`config.mk`:
```
export PLATFORM = sky130hd
export DESIGN_NAME = urv_prefetch
export DESIGN_NICKNAME = d
export VERILOG_FILES = /design/src/rtl/urv_prefetch.sv
export SDC_FILE = /design/constraint.sdc
export NUM_CORES = 1
export LEC_CHECK = 0
export CAP_MARGIN = 30
export CORE_UTILIZATION = 35
export CTS_CLUSTER_SIZE = 28
export DETAILED_ROUTE_END_ITERATION = 8
export PLACE_DENSITY_LB_ADDON = 0.2
export RECOVER_POWER = 25
export SYNTH_ARGS = -nofsm -noshare
export SYNTH_HDL_FRONTEND = slang
export SYNTH_SLANG_ARGS = --single-unit
```
`constraint.sdc`:
```
create_clock -name clk_i -period 3.8 [get_ports clk_i]
set_input_delay 0.38 -clock clk_i [delete_from_list [all_inputs] [get_ports clk_i]]
set_output_delay 0.38 -clock clk_i [all_outputs]
set_load 0.02 [all_outputs]
```
`src/rtl/urv_prefetch.sv`:
```
// Instruction prefetch unit: issues sequential fetches under a credit limit and
// buffers in-order responses in a small {pc, ir} queue that decode drains.
module urv_prefetch #(
    parameter logic [31:0] RESET_PC = 32'h0,
    parameter int          DEPTH    = 4,
    parameter int          MAX_OUT  = 2
) (
    input  logic                     clk_i,
    input  logic                     rst_n_i,
    output logic                     im_req_o,
    output logic [31:0]              im_addr_o,
    input  logic                     im_gnt_i,
    input  logic                     im_valid_i,
    input  logic [31:0]              im_data_i,
    output logic                     f_valid_o,
    output logic [31:0]              f_ir_o,
    output logic [31:0]              f_pc_o,
    input  logic                     f_ready_i,
    input  logic                     x_bra_i,
    input  logic [31:0]              x_pc_bra_i,
    output logic [$clog2(DEPTH):0]   fq_level_o
);

    localparam int          AW          = $clog2(DEPTH);
    localparam int          OW          = $clog2(MAX_OUT) + 1;
    localparam int          CW          = AW + OW + 1;
    localparam logic [31:0] RESET_PC_AL = {RESET_PC[31:2], 2'b00};

    logic [31:0]   req_pc;
    logic [31:0]   resp_pc;
    logic [OW-1:0] outstanding;
    logic [OW-1:0] drop_cnt;
    logic [AW:0]   count;
    logic [AW-1:0] rd_ptr;
    logic [AW-1:0] wr_ptr;
    logic [31:0]   fifo_pc [DEPTH];
    logic [31:0]   fifo_ir [DEPTH];

    logic [CW-1:0] credit;
    logic          accept;
    logic          resp;
    logic          push;
    logic          drop;
    logic          pop;
    logic [31:0]   bra_pc;

    // Slots already promised: queued words plus live requests that will still land.
    always_comb begin
        credit = CW'(count) + CW'(outstanding) - CW'(drop_cnt);
    end

    assign bra_pc    = {x_pc_bra_i[31:2], 2'b00};
    assign im_req_o  = rst_n_i & ~x_bra_i & (outstanding < OW'(MAX_OUT))
                     & (credit < CW'(DEPTH));
    assign im_addr_o = req_pc;

    assign accept = im_req_o & im_gnt_i;
    assign resp   = im_valid_i & (outstanding != '0);
    assign push   = resp & ~x_bra_i & (drop_cnt == '0);
    assign drop   = resp & ~x_bra_i & (drop_cnt != '0);
    assign pop    = f_valid_o & f_ready_i & ~x_bra_i;

    assign f_valid_o  = (count != '0);
    assign f_pc_o     = f_valid_o ? fifo_pc[rd_ptr] : 32'h0;
    assign f_ir_o     = f_valid_o ? fifo_ir[rd_ptr] : 32'h0;
    assign fq_level_o = count;

    // NOTE: sequential state uses non-blocking assignments so every register
    // samples the pre-edge values regardless of statement order.
    always_ff @(posedge clk_i or negedge rst_n_i) begin
        if (!rst_n_i) begin
            req_pc      <= RESET_PC_AL;
            resp_pc     <= RESET_PC_AL;
            outstanding <= '0;
            drop_cnt    <= '0;
            count       <= '0;
            rd_ptr      <= '0;
            wr_ptr      <= '0;
        end else begin
            outstanding <= outstanding + OW'(accept) - OW'(resp);
            if (x_bra_i) begin
                // Everything still in flight belongs to the old stream.
                req_pc   <= bra_pc;
                resp_pc  <= bra_pc;
                drop_cnt <= outstanding - OW'(resp);
                count    <= '0;
                rd_ptr   <= '0;
                wr_ptr   <= '0;
            end else begin
                if (accept) req_pc <= req_pc + 32'd4;
                if (drop) drop_cnt <= drop_cnt - OW'(1);
                if (push) begin
                    resp_pc <= resp_pc + 32'd4;
                    wr_ptr  <= wr_ptr + AW'(1);
                end
                if (pop) rd_ptr <= rd_ptr + AW'(1);
                count <= count + (AW+1)'(push) - (AW+1)'(pop);
            end
        end
    end

    // NOTE: queue storage is deliberately not reset; the head outputs are
    // masked by f_valid_o, so stale contents are never observable.
    always_ff @(posedge clk_i) begin
        if (push) begin
            fifo_pc[wr_ptr] <= resp_pc;
            fifo_ir[wr_ptr] <= im_data_i;
        end
    end

endmodule

```
# Yosys cells after proc, flatten, opt, wreduce, memory -nomap -nowiden
# Memory sizes are Yosys's and may differ from the RTL's.
# Index checks and enable logic that the tools add are counted.
# op_classes
add_sub_neg	12
magnitude_cmp	2
n_mux	15
n_bitwise	11
n_reduce_logical	8
# op_table
op	count
$mux 32	6
$add 32x3->32 const B	2
$mux 2	6
$reduce_bool 2->1	6
$and 1x1->1	10
$lt 5x3->1 const B	1
$sub 4x2->5	1
$add 2x1->2 const B	2
$add 3x2->4	1
$sub 2x1->2	2
$add 3x1->3	1
$mux 3	1
$reduce_bool 3->1	1
$sub 3x1->3	1
$add 2x1->2	1
$logic_not 2->1	1
$lt 2x2->1 const B	1
$mux 1	2
$sub 2x1->2 const B	1
$not 1->1	1
# word_totals
ff_bits	75
ram_bits	256
inputBits	70
out_inout_bits	101
word_cells	57
memories	2
# memory_table
memory	words	word_bits	read_ports	rd_ports_with_merged_regs	wr	line_no	text
fifo_ir	4	32	1	0	1	37	logic [31:0] fifo_ir [DEPTH];
fifo_pc	4	32	1	0	1	36	logic [31:0] fifo_pc [DEPTH];

# Depth between registers and ports, before layout
# depth
word_depth	7
ltp_mapped	17
mapped_depth_nobuf	13

# Least setup slack after synthesis
# OpenSTA, ideal clock, no wires.
# synth_timing
path_kind	register to register
startpoint	reg count[1] (netlist: fq_level_o[1])
endpoint	reg outstanding[1]
t_arrival_ns	3.267
required_ns	3.677
slack_ns	0.411
path_stages_with_launch	17
n_path_buf	3
synth_period_minus_slack_ns	3.389
cell_sequence	dfrtp_1 inv_1 fa_1 inv_1 ha_1 and3b_1 nor4b_2 o2111a_1 buf_4 inv_2 buf_6 buf_2 ha_1 inv_1 ha_1 xnor2_1 xnor2_1
# synth_via
elab_chain_cells	7
# synth_rtl
item	line_no	text
from (decl)	33	logic [AW:0] count;
from (signal assigned)	97	count <= count + (AW+1)'(push) - (AW+1)'(pop);
$add 3x2->4	49	credit = CW'(count) + CW'(outstanding) - CW'(drop_cnt);
$sub 4x2->5	49	
$lt 5x3->1	54	& (credit < CW'(DEPTH));
$and 1x1->1	54	
$and 1x1->1	57	assign accept = im_req_o & im_gnt_i;
$add 2x1->2	80	outstanding <= outstanding + OW'(accept) - OW'(resp);
$sub 2x1->2	80	
to (signal assigned)	80	
to (decl)	31	logic [OW-1:0] outstanding;
# No other way between the ends.
# A chain may end at the register's enable or synchronous reset.

# Worst setup path after layout
# layout_timing
startpoint	reg count[1] (netlist: fq_level_o[1])
endpoint	out im_req_o
# layout_via
elab_chain_cells	4
# layout_rtl
item	line_no	text
$add 3x2->4	49	
$sub 4x2->5	49	
$lt 5x3->1	54	
$and 1x1->1	54	
to (decl)	10	output logic im_req_o,
# No other way between the ends.

==> impl_metrics.py <==
metrics = {
    "clock_tree": {
        "postCtsSetupBuffers": 0,
        "insertion_delay_ns": 0.51,
        "cts_buffer_depth": 3,
        "clkSinkCount": 319,
        "root_buffer": "clkbuf_16",
        "numCtsBuffers": 37,
        "cts_tree": "done",
        "htreeDepth": 2,
        "clk_pin_slew_ns": 0.06,
    },
    "die": {
        "rows": 72,
        "die_y_um": 200,
        "start_util": 0.356,
        "io_pins": 171,
        "core_area_sq_um": 38700,
        "die_w_um": 200,
        "die-area_sq_um": 40200,
    },
    "timing": {
        "fin_crit_sh": 0.940,
        "max-slew-margin-rel": 0.537,
        "tns_ns": 0,
        "tightestPinTransition_ns": 0.688,
        "hold_slack_ns": 0.275,
        "setup_viol": 0,
        "maxSlewViolCount": 0,
        "final.setup_skew_ns": 0.0137,
        "fmaxAchievable_ghz": 0.280,
        "fin_crit_ns": 3.57,
        "rsz0062_at_grt": "false",
        "hold_viol_final": 0,
    },
    "outcome": {
        "outcome": "finished clean",
    },
    "layout": {
        "nets": 1152,
        "fillCellCount": 3494,
        "seqCellArea_sq_um": 9230,
        "final_util": 0.448,
        "fin_cells": 1609,
        "syn_to_final_growth_pct": 25.8,
        "final_layout_size_suffix_gt1_frac": 0.148,
        "multi_input_area_sq_um": 4200,
        "final_area_sq_um": 17300,
        "num_antenna_cells": 0,
    },
    "detailed_routing": {
        "drt-total-wl_mm": 31.3,
        "via_per_inst": 4.97,
        "route.detailed.drc": 0,
        "drtIter0Drc": 345,
        "vias": 7999,
        "wl_per_cell_um": 19.4,
        "first_pass_iters": 4,
        "ant_nets": 0,
    },
    "place": {
        "dp_cells": 1541,
        "port_buffers": 164,
        "place_congestion": 0.785,
        "dp_hpwl_mm": 19.8,
        "placedInstanceArea_sq_um": 16100,
    },
    "yosys": {
        "ys_types": 53,
        "synth_area_sq_um": 13800,
        "ys_warn_count": 0,
        "synthArstFlopShare": 0.223,
        "synth_seq_cells": 319,
        "synth_area_leaders": "edfxtp_1, dfrtp_1, mux4_2",
        "synth_cells": 885,
        "synth_most_common_cell": "edfxtp_1",
        "syn_avg_cell_area_sq_um": 15.6,
        "netlist.area_leader.share": 0.540,
        "synth_top_area_cell": "edfxtp_1",
        "ys.flop_type": "edfxtp_1",
        "yosysSeqAreaShare": 0.669,
        "synth_common_cells": "edfxtp_1, dfrtp_1, and2_1",
        "synth_edf_count": 248,
    },
    "pwr": {
        "p_int_w": 0.00762,
        "power_leakage_nw": 5.87,
        "combPwrFrac": 0.289,
        "p_per_area_nw_per_um2": 623,
        "seqPwrFrac": 0.394,
        "p_switching_w": 0.00318,
        "ir_worst_vdd_uv": 306,
        "pwr-share-clk": 0.316,
        "switching_share": 0.295,
    },
    "critical_path": {
        "crit_family": "adder cells",
        "cp.required_ns": 3.42,
        "arrival_ns": 3.19,
        "critPathMaxStageDelay_ns": 0.60,
        "cp_max_fo": 4,
        "cpMostUsedCell": "inv_1",
        "critPathBufInv": 3,
        "endpoint_kind": "output pin",
        "criticalPathCategory": "reg -> out",
        "worstPathCellList": "inv_1 -> fa_1 -> inv_1 -> ha_1 -> and3b_1 -> nor4b_2 -> o211a_1 -> clkdlybuf4s50_1",
        "worst_r2r_path_depth": 10,
        "worst_path_max_delay_cell": "clkdlybuf4s50_1",
        "worst_setup_path_start_kind": "flip-flop",
        "reg2reg_slack_ns": 0.54,
        "r2r_start": "fq_level_o[1]",
        "r2r_end": "im_addr_o[10]",
    },
    "global_route": {
        "grt_pass1_wl_mm": 48.8,
        "grt_overflow": 0,
        "grt_max_degree": 71,
        "grt_pass1_vias": 8327,
        "antenna_found_initial": 0,
        "track_usage": 0.157,
    },
    "min_path": {
        "holdCritPathClass": "in -> async",
    },
    "flow_run": {
        "drv_cap": 0,
    },
}
logic make-up after synthesis:
logic type,count (synthesis),share of synthesized area
AO/OA/AOI/OAI,81,0.0406
other,1,0.000272
adder cells (fa/ha/maj),18,0.0174
buffers and inverters,86,0.0272
multiplexers,92,0.124
XOR/XNOR,36,0.0229
AND/OR/NAND/NOR,252,0.0982
flip-flops,319,0.669
cells in the final DEF (no fill, tap or decap), drive strengths merged, types with 4 or more instances in the layout:
cell / netlist / layout
a21o: 5 / 5
a221o: 5 / 5
a31oi: 4 / 4
and2: 68 / 68
and3: 12 / 12
buf: 19 / 21
clkbuf: 30 / 53
clkdlybuf4s50: 0 / 130
clkinv: 0 / 8
conb: 1 / 4
dfrtp: 71 / 71
dlygate4sd3: 0 / 33
edfxtp: 248 / 248
ha: 16 / 16
inv: 37 / 39
mux2: 10 / 10
mux2i: 20 / 20
mux4: 62 / 62
nand2: 60 / 60
nand3: 28 / 28
nand4: 19 / 19
nor2: 25 / 25
nor3: 12 / 12
nor4: 6 / 6
o211ai: 12 / 12
o21ai: 33 / 33
or3: 11 / 11
xnor2: 19 / 19
xor2: 17 / 17
final cells by class:
cell class              instances  share of cell area
flip-flops and latches        319               0.532
repair buffers                186               0.112
clock inverters                15             0.00808
clock buffers                  51              0.0600
inverters                      37             0.00801
multi-input cells             483               0.242
well taps                     518              0.0374
power by group through the flow:
| stage | logic, W | clock network, W | registers, W |
|---|---|---|---|
| floorplan | 0.00189 | 0 | 0.00427 |
| detailed placement | 0.00320 | 0 | 0.00433 |
| CTS | 0.00321 | 0.00352 | 0.00426 |
| global route | 0.00340 | 0.00366 | 0.00430 |
| global placement | 0.00318 | 0 | 0.00432 |
| finish | 0.00313 | 0.00342 | 0.00426 |
how the worst max path moves through the flow:
stage	to	cells after the start	slack, ns	start
2_1_floorplan	outstanding[1]	16	0.41	fq_level_o[1]
3_3_place_gp	im_addr_o[8]	10	0.53	outstanding[1]
3_5_place_dp	im_addr_o[10]	10	0.49	outstanding[1]
4_1_cts	im_req_o	8	0.12	outstanding[1]
5_1_grt	im_req_o	8	0.07	outstanding[1]
6_report	im_req_o	8	0.23	fq_level_o[1]
timing repair:
item | CTS | global route
endpoints found under the hold margin | 1 | 0
hold buffers | 1 | 0
endpoints found under the setup margin | 0 | 1
gates resized for setup | 0 | 1
per-layer routing:
layer / wire (um) / GRT usage
met1: 15100 / 0.230
met2: 14300 / 0.243
met3: 1270 / 0.0252
met4: 552 / 0.0420
met5: 0 / 0
sequential cells by signal, indices dropped and copies added, names as in the netlist:
signal       flops
rd_ptr           2
fq_level_o       3
wr_ptr           2
fifo_ir        128
im_addr_o       30
resp_pc         30
outstanding      2
drop_cnt         2
fifo_pc        120
metrics by stage:
step	power, W	worst slack, ns
after floorplan	0.00616	0.411
after global placement	0.00750	0.535
after detailed placement	0.00753	0.494
after CTS	0.0110	0.119
after global routing	0.0113	0.0702
final	0.0108	0.226
Note: power is estimated with default switching activity, not from simulation.
